$ cat src/rtl/qspi_sram_responder.sv
// qspi_sram_responder: quad-mode SPI-RAM target (READ 0x03 / WRITE 0x02).
// Turns each CS-framed SQI transaction into byte accesses on a simple
// synchronous memory port. SCK is oversampled by clk and must hold each
// level for at least 4 clk.
module qspi_sram_responder #(
    parameter int ADDR_WIDTH  = 16,
    parameter int DUMMY_SCK   = 2,
    parameter int SYNC_STAGES = 2
) (
    input  logic                  clk,
    input  logic                  reset,
    input  logic                  qspi_cs_n_i,
    input  logic                  qspi_sck_i,
    input  logic [3:0]            qspi_sio_i,
    output logic [3:0]            qspi_sio_o,
    output logic                  qspi_sio_oe,
    output logic [ADDR_WIDTH-1:0] mem_addr,
    output logic                  mem_we,
    output logic [7:0]            mem_wdata,
    output logic                  mem_re,
    input  logic [7:0]            mem_rdata,
    output logic                  busy,
    output logic                  cmd_err
);

    typedef enum logic [2:0] {
        IDLE, CMD, IGNORE, ADDR, DUMMY, RDATA, WDATA
    } state_t;

    // Synchronizer chains; the last stage is the usable sample.
    logic [SYNC_STAGES-1:0] cs_sync_reg;
    logic [SYNC_STAGES-1:0] sck_sync_reg;
    logic [3:0]             sio_sync_reg [SYNC_STAGES];

    logic       cs_s, sck_s, sck_rise, sck_fall;
    logic [3:0] sio_s;
    logic       cs_prev_reg, sck_prev_reg;

    state_t                state_reg, state_next;
    logic [7:0]            cnt_reg, cnt_next;
    logic                  half_reg, half_next;
    logic                  rd_reg, rd_next;
    logic [11:0]           shift_reg, shift_next;
    logic [ADDR_WIDTH-1:0] addr_reg, addr_next;
    logic [7:0]            prefetch_reg, prefetch_next;
    logic [3:0]            sio_o_reg, sio_o_next;
    logic                  oe_reg, oe_next;
    logic                  we_reg, we_next;
    logic [7:0]            wdata_reg, wdata_next;
    logic                  re_reg, re_next;
    logic                  re_d_reg, re_d_next;
    logic                  err_reg, err_next;

    logic [7:0]  opcode;
    logic [15:0] addr_new;

    // Shift raw inputs through the synchronizer stages (idle: cs_n=1, sck=0).
    always_ff @(posedge clk or posedge reset) begin
        if (reset) begin
            cs_sync_reg  <= '1;
            sck_sync_reg <= '0;
            for (int i = 0; i < SYNC_STAGES; i++) sio_sync_reg[i] <= '0;
            cs_prev_reg  <= 1'b1;
            sck_prev_reg <= 1'b0;
        end else begin
            cs_sync_reg[0]  <= qspi_cs_n_i;
            sck_sync_reg[0] <= qspi_sck_i;
            sio_sync_reg[0] <= qspi_sio_i;
            for (int i = 1; i < SYNC_STAGES; i++) begin
                cs_sync_reg[i]  <= cs_sync_reg[i-1];
                sck_sync_reg[i] <= sck_sync_reg[i-1];
                sio_sync_reg[i] <= sio_sync_reg[i-1];
            end
            cs_prev_reg  <= cs_s;
            sck_prev_reg <= sck_s;
        end
    end

    assign cs_s     = cs_sync_reg[SYNC_STAGES-1];
    assign sck_s    = sck_sync_reg[SYNC_STAGES-1];
    assign sio_s    = sio_sync_reg[SYNC_STAGES-1];
    assign sck_rise = sck_s & ~sck_prev_reg;
    assign sck_fall = ~sck_s & sck_prev_reg;
    assign opcode   = {shift_reg[3:0], sio_s};
    assign addr_new = {shift_reg, sio_s};

    // State and datapath registers.
    always_ff @(posedge clk or posedge reset) begin
        if (reset) begin
            state_reg    <= IDLE;
            cnt_reg      <= '0;
            half_reg     <= 1'b0;
            rd_reg       <= 1'b0;
            shift_reg    <= '0;
            addr_reg     <= '0;
            prefetch_reg <= '0;
            sio_o_reg    <= '0;
            oe_reg       <= 1'b0;
            we_reg       <= 1'b0;
            wdata_reg    <= '0;
            re_reg       <= 1'b0;
            re_d_reg     <= 1'b0;
            err_reg      <= 1'b0;
        end else begin
            state_reg    <= state_next;
            cnt_reg      <= cnt_next;
            half_reg     <= half_next;
            rd_reg       <= rd_next;
            shift_reg    <= shift_next;
            addr_reg     <= addr_next;
            prefetch_reg <= prefetch_next;
            sio_o_reg    <= sio_o_next;
            oe_reg       <= oe_next;
            we_reg       <= we_next;
            wdata_reg    <= wdata_next;
            re_reg       <= re_next;
            re_d_reg     <= re_d_next;
            err_reg      <= err_next;
        end
    end

    // Next-state, nibble assembly, strobes and output nibble sequencing.
    always_comb begin
        state_next    = state_reg;
        cnt_next      = cnt_reg;
        half_next     = half_reg;
        rd_next       = rd_reg;
        shift_next    = shift_reg;
        addr_next     = addr_reg;
        prefetch_next = prefetch_reg;
        sio_o_next    = sio_o_reg;
        oe_next       = oe_reg;
        we_next       = 1'b0;
        wdata_next    = wdata_reg;
        re_next       = 1'b0;
        re_d_next     = re_reg;
        err_next      = 1'b0;

        // Read data is valid the clk after mem_re; latch it as the prefetch byte.
        if (re_d_reg) prefetch_next = mem_rdata;
        // A write lands at the current address, then the address advances.
        if (we_reg) addr_next = addr_reg + ADDR_WIDTH'(1);

        case (state_reg)
            IDLE: begin
                if (!cs_s && cs_prev_reg) begin
                    state_next = CMD;
                    cnt_next   = '0;
                end
            end
            CMD: begin
                if (sck_rise) begin
                    shift_next = {shift_reg[7:0], sio_s};
                    cnt_next   = cnt_reg + 8'd1;
                    if (cnt_reg == 8'd1) begin
                        cnt_next = '0;
                        if (opcode == 8'h03) begin
                            rd_next    = 1'b1;
                            state_next = ADDR;
                        end else if (opcode == 8'h02) begin
                            rd_next    = 1'b0;
                            state_next = ADDR;
                        end else begin
                            err_next   = 1'b1;
                            state_next = IGNORE;
                        end
                    end
                end
            end
            IGNORE: begin
                state_next = IGNORE;
            end
            ADDR: begin
                if (sck_rise) begin
                    shift_next = {shift_reg[7:0], sio_s};
                    cnt_next   = cnt_reg + 8'd1;
                    if (cnt_reg == 8'd3) begin
                        addr_next = addr_new[ADDR_WIDTH-1:0];
                        cnt_next  = '0;
                        half_next = 1'b0;
                        if (rd_reg) begin
                            re_next    = 1'b1;
                            state_next = DUMMY;
                        end else begin
                            state_next = WDATA;
                        end
                    end
                end
            end
            DUMMY: begin
                if (sck_rise && cnt_reg != 8'(DUMMY_SCK)) cnt_next = cnt_reg + 8'd1;
                if (sck_fall && cnt_reg == 8'(DUMMY_SCK)) begin
                    oe_next    = 1'b1;
                    sio_o_next = prefetch_reg[7:4];
                    half_next  = 1'b0;
                    state_next = RDATA;
                end
            end
            RDATA: begin
                if (sck_fall) begin
                    if (!half_reg) begin
                        sio_o_next = prefetch_reg[3:0];
                        addr_next  = addr_reg + ADDR_WIDTH'(1);
                        re_next    = 1'b1;
                        half_next  = 1'b1;
                    end else begin
                        sio_o_next = prefetch_reg[7:4];
                        half_next  = 1'b0;
                    end
                end
            end
            WDATA: begin
                if (sck_rise) begin
                    if (!half_reg) begin
                        shift_next = {shift_reg[7:0], sio_s};
                        half_next  = 1'b1;
                    end else begin
                        we_next    = 1'b1;
                        wdata_next = {shift_reg[3:0], sio_s};
                        half_next  = 1'b0;
                    end
                end
            end
            default: state_next = IDLE;
        endcase

        // CS high aborts from any state; a half-received write byte is dropped.
        if (cs_s && state_reg != IDLE) begin
            state_next = IDLE;
            oe_next    = 1'b0;
            sio_o_next = '0;
            we_next    = 1'b0;
            re_next    = 1'b0;
            half_next  = 1'b0;
        end
    end

    assign qspi_sio_o  = sio_o_reg;
    assign qspi_sio_oe = oe_reg;
    assign mem_addr    = addr_reg;
    assign mem_we      = we_reg;
    assign mem_wdata   = wdata_reg;
    assign mem_re      = re_reg;
    assign cmd_err     = err_reg;
    assign busy        = ~cs_s;

endmodule

$ cat config.mk
export PLATFORM = sky130hd
export DESIGN_NAME = qspi_sram_responder
export DESIGN_NICKNAME = d
export VERILOG_FILES = /design/src/rtl/qspi_sram_responder.sv
export SDC_FILE = /design/constraint.sdc
export NUM_CORES = 1
export LEC_CHECK = 0
export CAP_MARGIN = 10
export CORE_MARGIN = 2
export CORE_UTILIZATION = 37
export DETAILED_ROUTE_END_ITERATION = 6
export HOLD_SLACK_MARGIN = 0.02
export SLEW_MARGIN = 20
export SYNTH_ARGS = -nofsm -noshare
export SYNTH_HDL_FRONTEND = slang
export SYNTH_SLANG_ARGS = --single-unit
$ cat constraint.sdc
create_clock -name clk -period 4.8 [get_ports clk]
set_input_delay 0.96 -clock clk [delete_from_list [all_inputs] [get_ports clk]]
set_output_delay 0.96 -clock clk [all_outputs]
set_load 0.03 [all_outputs]
== Yosys cells after proc, flatten, opt, wreduce, memory -nomap -nowiden ==
Cells that the tools add are included.
Widths: inputs -> output; s select.
Storage, ports and cells
  bits of input ports: 16
  output and inout port bits: 33
  flip-flop bits (word level): 80
  logic and storage cells: 140
Cells by class
  mux-type cells: 61
  reduce and logical (&&, ||, !) cells: 24
  bitwise logic cells: 5
  add/sub/neg operators: 2
  equality and inequality tests: 28
Operators by type and width (count)
  $mux 16: 5
  $mux 8: 6
  $mux 12: 3
  $eq 8x2->1 const B: 4
  $pmux 16 s2: 1
  $pmux 8 s4: 1
  $mux 1: 28
  $ne 3x3->1 const B: 8
  $pmux 12 s2: 1
  $mux 3: 7
  $pmux 3 s6: 1
  $add 16x1->16 const B: 1
  $mux 4: 4
  $ne 2x2->1 const B: 6
  $eq 3x3->1 const B: 3
  $add 8x1->8 const B: 1
  $eq 8x1->1 const B: 1
  $ne 8x2->1 const B: 1
  $pmux 4 s2: 1
  $reduce_and 4->1: 2
  $reduce_bool 2->1: 4
  $reduce_and 7->1: 1
  $eq 3x2->1 const B: 2
  $reduce_and 3->1: 2
  other kinds (17): 26

== Depth between registers and ports, before layout ==
  depth after elaboration: 7
  mapped depth: 7
  depth with buffers taken out: 7

== Worst setup path after synthesis ==
No wires, ideal clock.
  path type: reg-to-reg
  start: register cs_sync_reg[1]
  end: register state_reg[0]
  period minus slack after synthesis: 2.043 ns
  cell stages (with the launch flop): 6
  arrival: 1.918 ns
  setup time: 0.125 ns
  path slack: 2.757 ns
  data required time: 4.675 ns
  path buffers: 0
  cell sequence: dfstp_2 clkinv_1 a2111oi_0 a211oi_2 o311ai_2 mux2_4
On the way
  word-level cells in the longest chain between the ends: 4
  elaborated cells between the ends (all ways): 12
  those cells by class: eq/ne: 7; mux: 1; reduce/logical: 4
RTL lines
  start, declared: RTL line 31  | logic [SYNC_STAGES-1:0] cs_sync_reg;
  start signal, assigned by index: RTL line 70  | cs_sync_reg[i] <= cs_sync_reg[i-1];
  $logic_not 1->1: RTL line 146  | if (!cs_s && cs_prev_reg) begin
  $logic_and 1x1->1: RTL line 146
  $ne 3x3->1 (no line)
  $reduce_and 7->1 (no line)
  end signal, assigned: RTL line 105  | state_reg <= state_next;
  end, declared: RTL line 39  | state_t state_reg, state_next;
Parallel ways exist; a longest one is shown, timed or not.
A chain may end at the register's enable or synchronous reset.

== Final worst setup path ==
  start: register cs_sync_reg[1]
  end: output busy
On the way
  word-level cells in the longest chain between the ends: 1
RTL lines
  $not 1->1: RTL line 245  | assign busy = ~cs_s;
  end, declared: RTL line 22  | output logic busy,
No other way between the ends.

==> results.ini <==
[worst_setup_path]
critPathRequiredTime_ns = 3.84
crit_fanout = 13
worstSetupPathType = reg2out
start_kind = register
crit_arrival_ns = 1.95
crit_path_end_kind = output port

[final_layout]
largest_register_ffs = 16
final_core_util_pct = 46.3
final_cell_mix = dfrtp_1 (77), clkdlybuf4s50_1 (48), mux2_2 (31)
syn2layout_area_growth_pct = 21.5
design_area_mm2 = 0.00453
drive_gt1_share_pct = 17.6
final_common_cell = dfrtp_1
final_nets = 390
layout.cells.non_filler = 508
n_antenna_cell = 0
nFillCells = 915

[clock_network]
cts_buffers = 9
post_cts_buffers = 0
cts_tree = yes
cts.sinks = 80
postCtsHoldBufs = 0
htree_levels = 3
cts_resized = 0
root_buffer = clkbuf_8
clock_latency_ns = 0.35
path_clk_slew_ns = 0.09
cts_buffer_depth = 2

[synthesis]
synth-seq-area-share_pct = 53.8
syn_nets = 343
yosys.cell_types.count = 61
yosysTopAreaCellShare_pct = 51.7
synth_area_mm2 = 0.00373
synth_ff_type = dfrtp_1
synth_edf_count = 0
yosys_warnings = 0
synth-seq-cells = 80
synthCells = 323
async_flop_share_pct = 100
syn_avg_cell_area_um2 = 11.5
synth_area_leader_cell = dfrtp_1
synth.area.top_cells = dfrtp_1 (52%), mux2_2 (9.4%), nand2_1 (2.7%)

[drt]
vias_per_cell = 5.17
wl_um = 7820
vias = 2625
wire_per_inst_um = 15.4
ant_nets = 0
drt-initial-drc-count = 220
drc = 0
dr.pass1.iters = 4

[sta]
slew_viol_final = 0
worst_pin_slew_ns = 0.907
finClkSkew_ns = 0.0141
rsz0062_at_grt = no
finalSetupViolCount = 0
slew_headroom_pct = 39.5
hold_ws_ns = 0.352
finalSetupTns_ns = 0
period_share_pct = 60.6
period_needed_ns = 2.91
finalHoldViolCount = 0
max_freq_ghz = 0.344

[die]
die_area_mm2 = 0.0109
core_mm2 = 0.00977
fp-row-count = 36
die_height_um = 104
initial_core_util_pct = 38.1
ios = 49
die_x_um = 104

[global_routing]
grt_pass1_wl_um = 13000
antenna_found_initial = 0
grt.total_usage_pct = 15.0
grt_max_degree = 51
grt.overflow.total = 0
grt_pass1_vias = 2570

[power]
p_per_area_mw_per_mm2 = 438
ir_drop_v = 0.000177
power.leakage_nw = 1.93

[status]
status = completed

[placement]
port_buffers = 48
dpl.cell_count = 492
dp_hpwl_um = 5500
place_area_mm2 = 0.00432
gpl.final_weighted_congestion = 0.799

[job]
cap_viol_max_count = 0

[min_path]
hp-class = reg2reg

[synthesized netlist by cell type (2+ instances only)]
| cell | count |
|---|---|
| clkbuf_1 | 3 |
| ha_1 | 4 |
| o32ai_1 | 2 |
| nor3_1 | 7 |
| o21ai_0 | 14 |
| nand4_1 | 8 |
| a21oi_2 | 2 |
| dfstp_2 | 3 |
| buf_2 | 7 |
| o221ai_1 | 2 |
| buf_1 | 2 |
| xor2_1 | 7 |
| a21oi_1 | 8 |
| nand2_1 | 27 |
| o2bb2ai_1 | 4 |
| a21o_1 | 6 |
| a31oi_1 | 2 |
| or2_2 | 2 |
| inv_1 | 7 |
| or3_1 | 2 |
| and3_1 | 4 |
| o31a_1 | 2 |
| dfrtp_1 | 77 |
| nor2_1 | 14 |
| nand2b_1 | 5 |
| buf_4 | 2 |
| nor4_1 | 3 |
| and2_1 | 3 |
| o41ai_1 | 2 |
| nand3_1 | 12 |
| xnor2_1 | 5 |
| nor2b_1 | 3 |
| mux2_2 | 31 |
| nor4b_1 | 2 |
| mux2i_1 | 6 |
| a22o_1 | 5 |
| o31ai_1 | 2 |
| and4_1 | 3 |
[routing by layer]
layer / global-route usage [%] / vias up / routed length [um]
li1: - / 1272 / -
met1: 20.6 / 1289 / 3790
met2: 23.2 / 53 / 3610
met3: 3.01 / 11 / 286
met4: 6.08 / 0 / 128
met5: 0 / - / 0
[power by group]
part	internal, W	leakage (nW)	switching (W)	total (W)
sequential	0.000781	1.05	0.000161	0.000942
clock	0.000259	0.100	0.000255	0.000514
combinational	0.000262	0.774	0.000267	0.000529
[worst max-delay path: stages, from the launching register on]
cell and delay [ns]:
dfstp_2 0.67, clkinv_1 0.26, clkdlybuf4s50_1 0.66
[path summary, 6_finish.rpt]
check / slack (ns) / end / from / cells past startpoint
max in group asynchronous: 2.84 / mem_addr[13] / reset / 3
max reg2reg: 2.38 / mem_addr[15] / state_reg[0] / 4
min in group asynchronous: 1.06 / sio_sync_reg[5] / reset / 2
min: 0.35 / sio_s[0] / sio_sync_reg[4] / 0
max: 1.89 / busy / cs_sync_reg[1] / 2
min reg2reg: 0.35 / sio_s[0] / sio_sync_reg[4] / 0
[area by class of cell]
class                   instances  area (um2)  share of cell area [%]
multi-input cells             221        1620                    35.8
well taps                     133         166                    3.68
clock inverters                 5        63.8                    1.41
clock buffers                  11         141                    3.12
repair buffers                 50         495                    10.9
inverters                       8        31.3                   0.691
flip-flops and latches         80        2010                    44.3
[cell families (layout without fill, tap and decap cells)]
logic type | Yosys count | after routing | share of synthesized area [%]
buf+inv | 22 | 74 | 2.65
compound gates | 64 | 64 | 12.8
mux | 38 | 38 | 11.4
xor+xnor | 12 | 12 | 2.82
fa+ha+maj | 4 | 4 | 1.34
flops | 80 | 80 | 53.8
simple gates | 103 | 103 | 15.2
[per-stage QoR]
stage	power [W]	setup slack (ns)
floorplan	0.00133	1.79
global placement	0.00147	2.30
detailed placement	0.00148	2.30
CTS	0.00200	1.89
global route	0.00211	1.80
finish	0.00198	1.89
No activity file was read; power rests on OpenSTA's default activity.
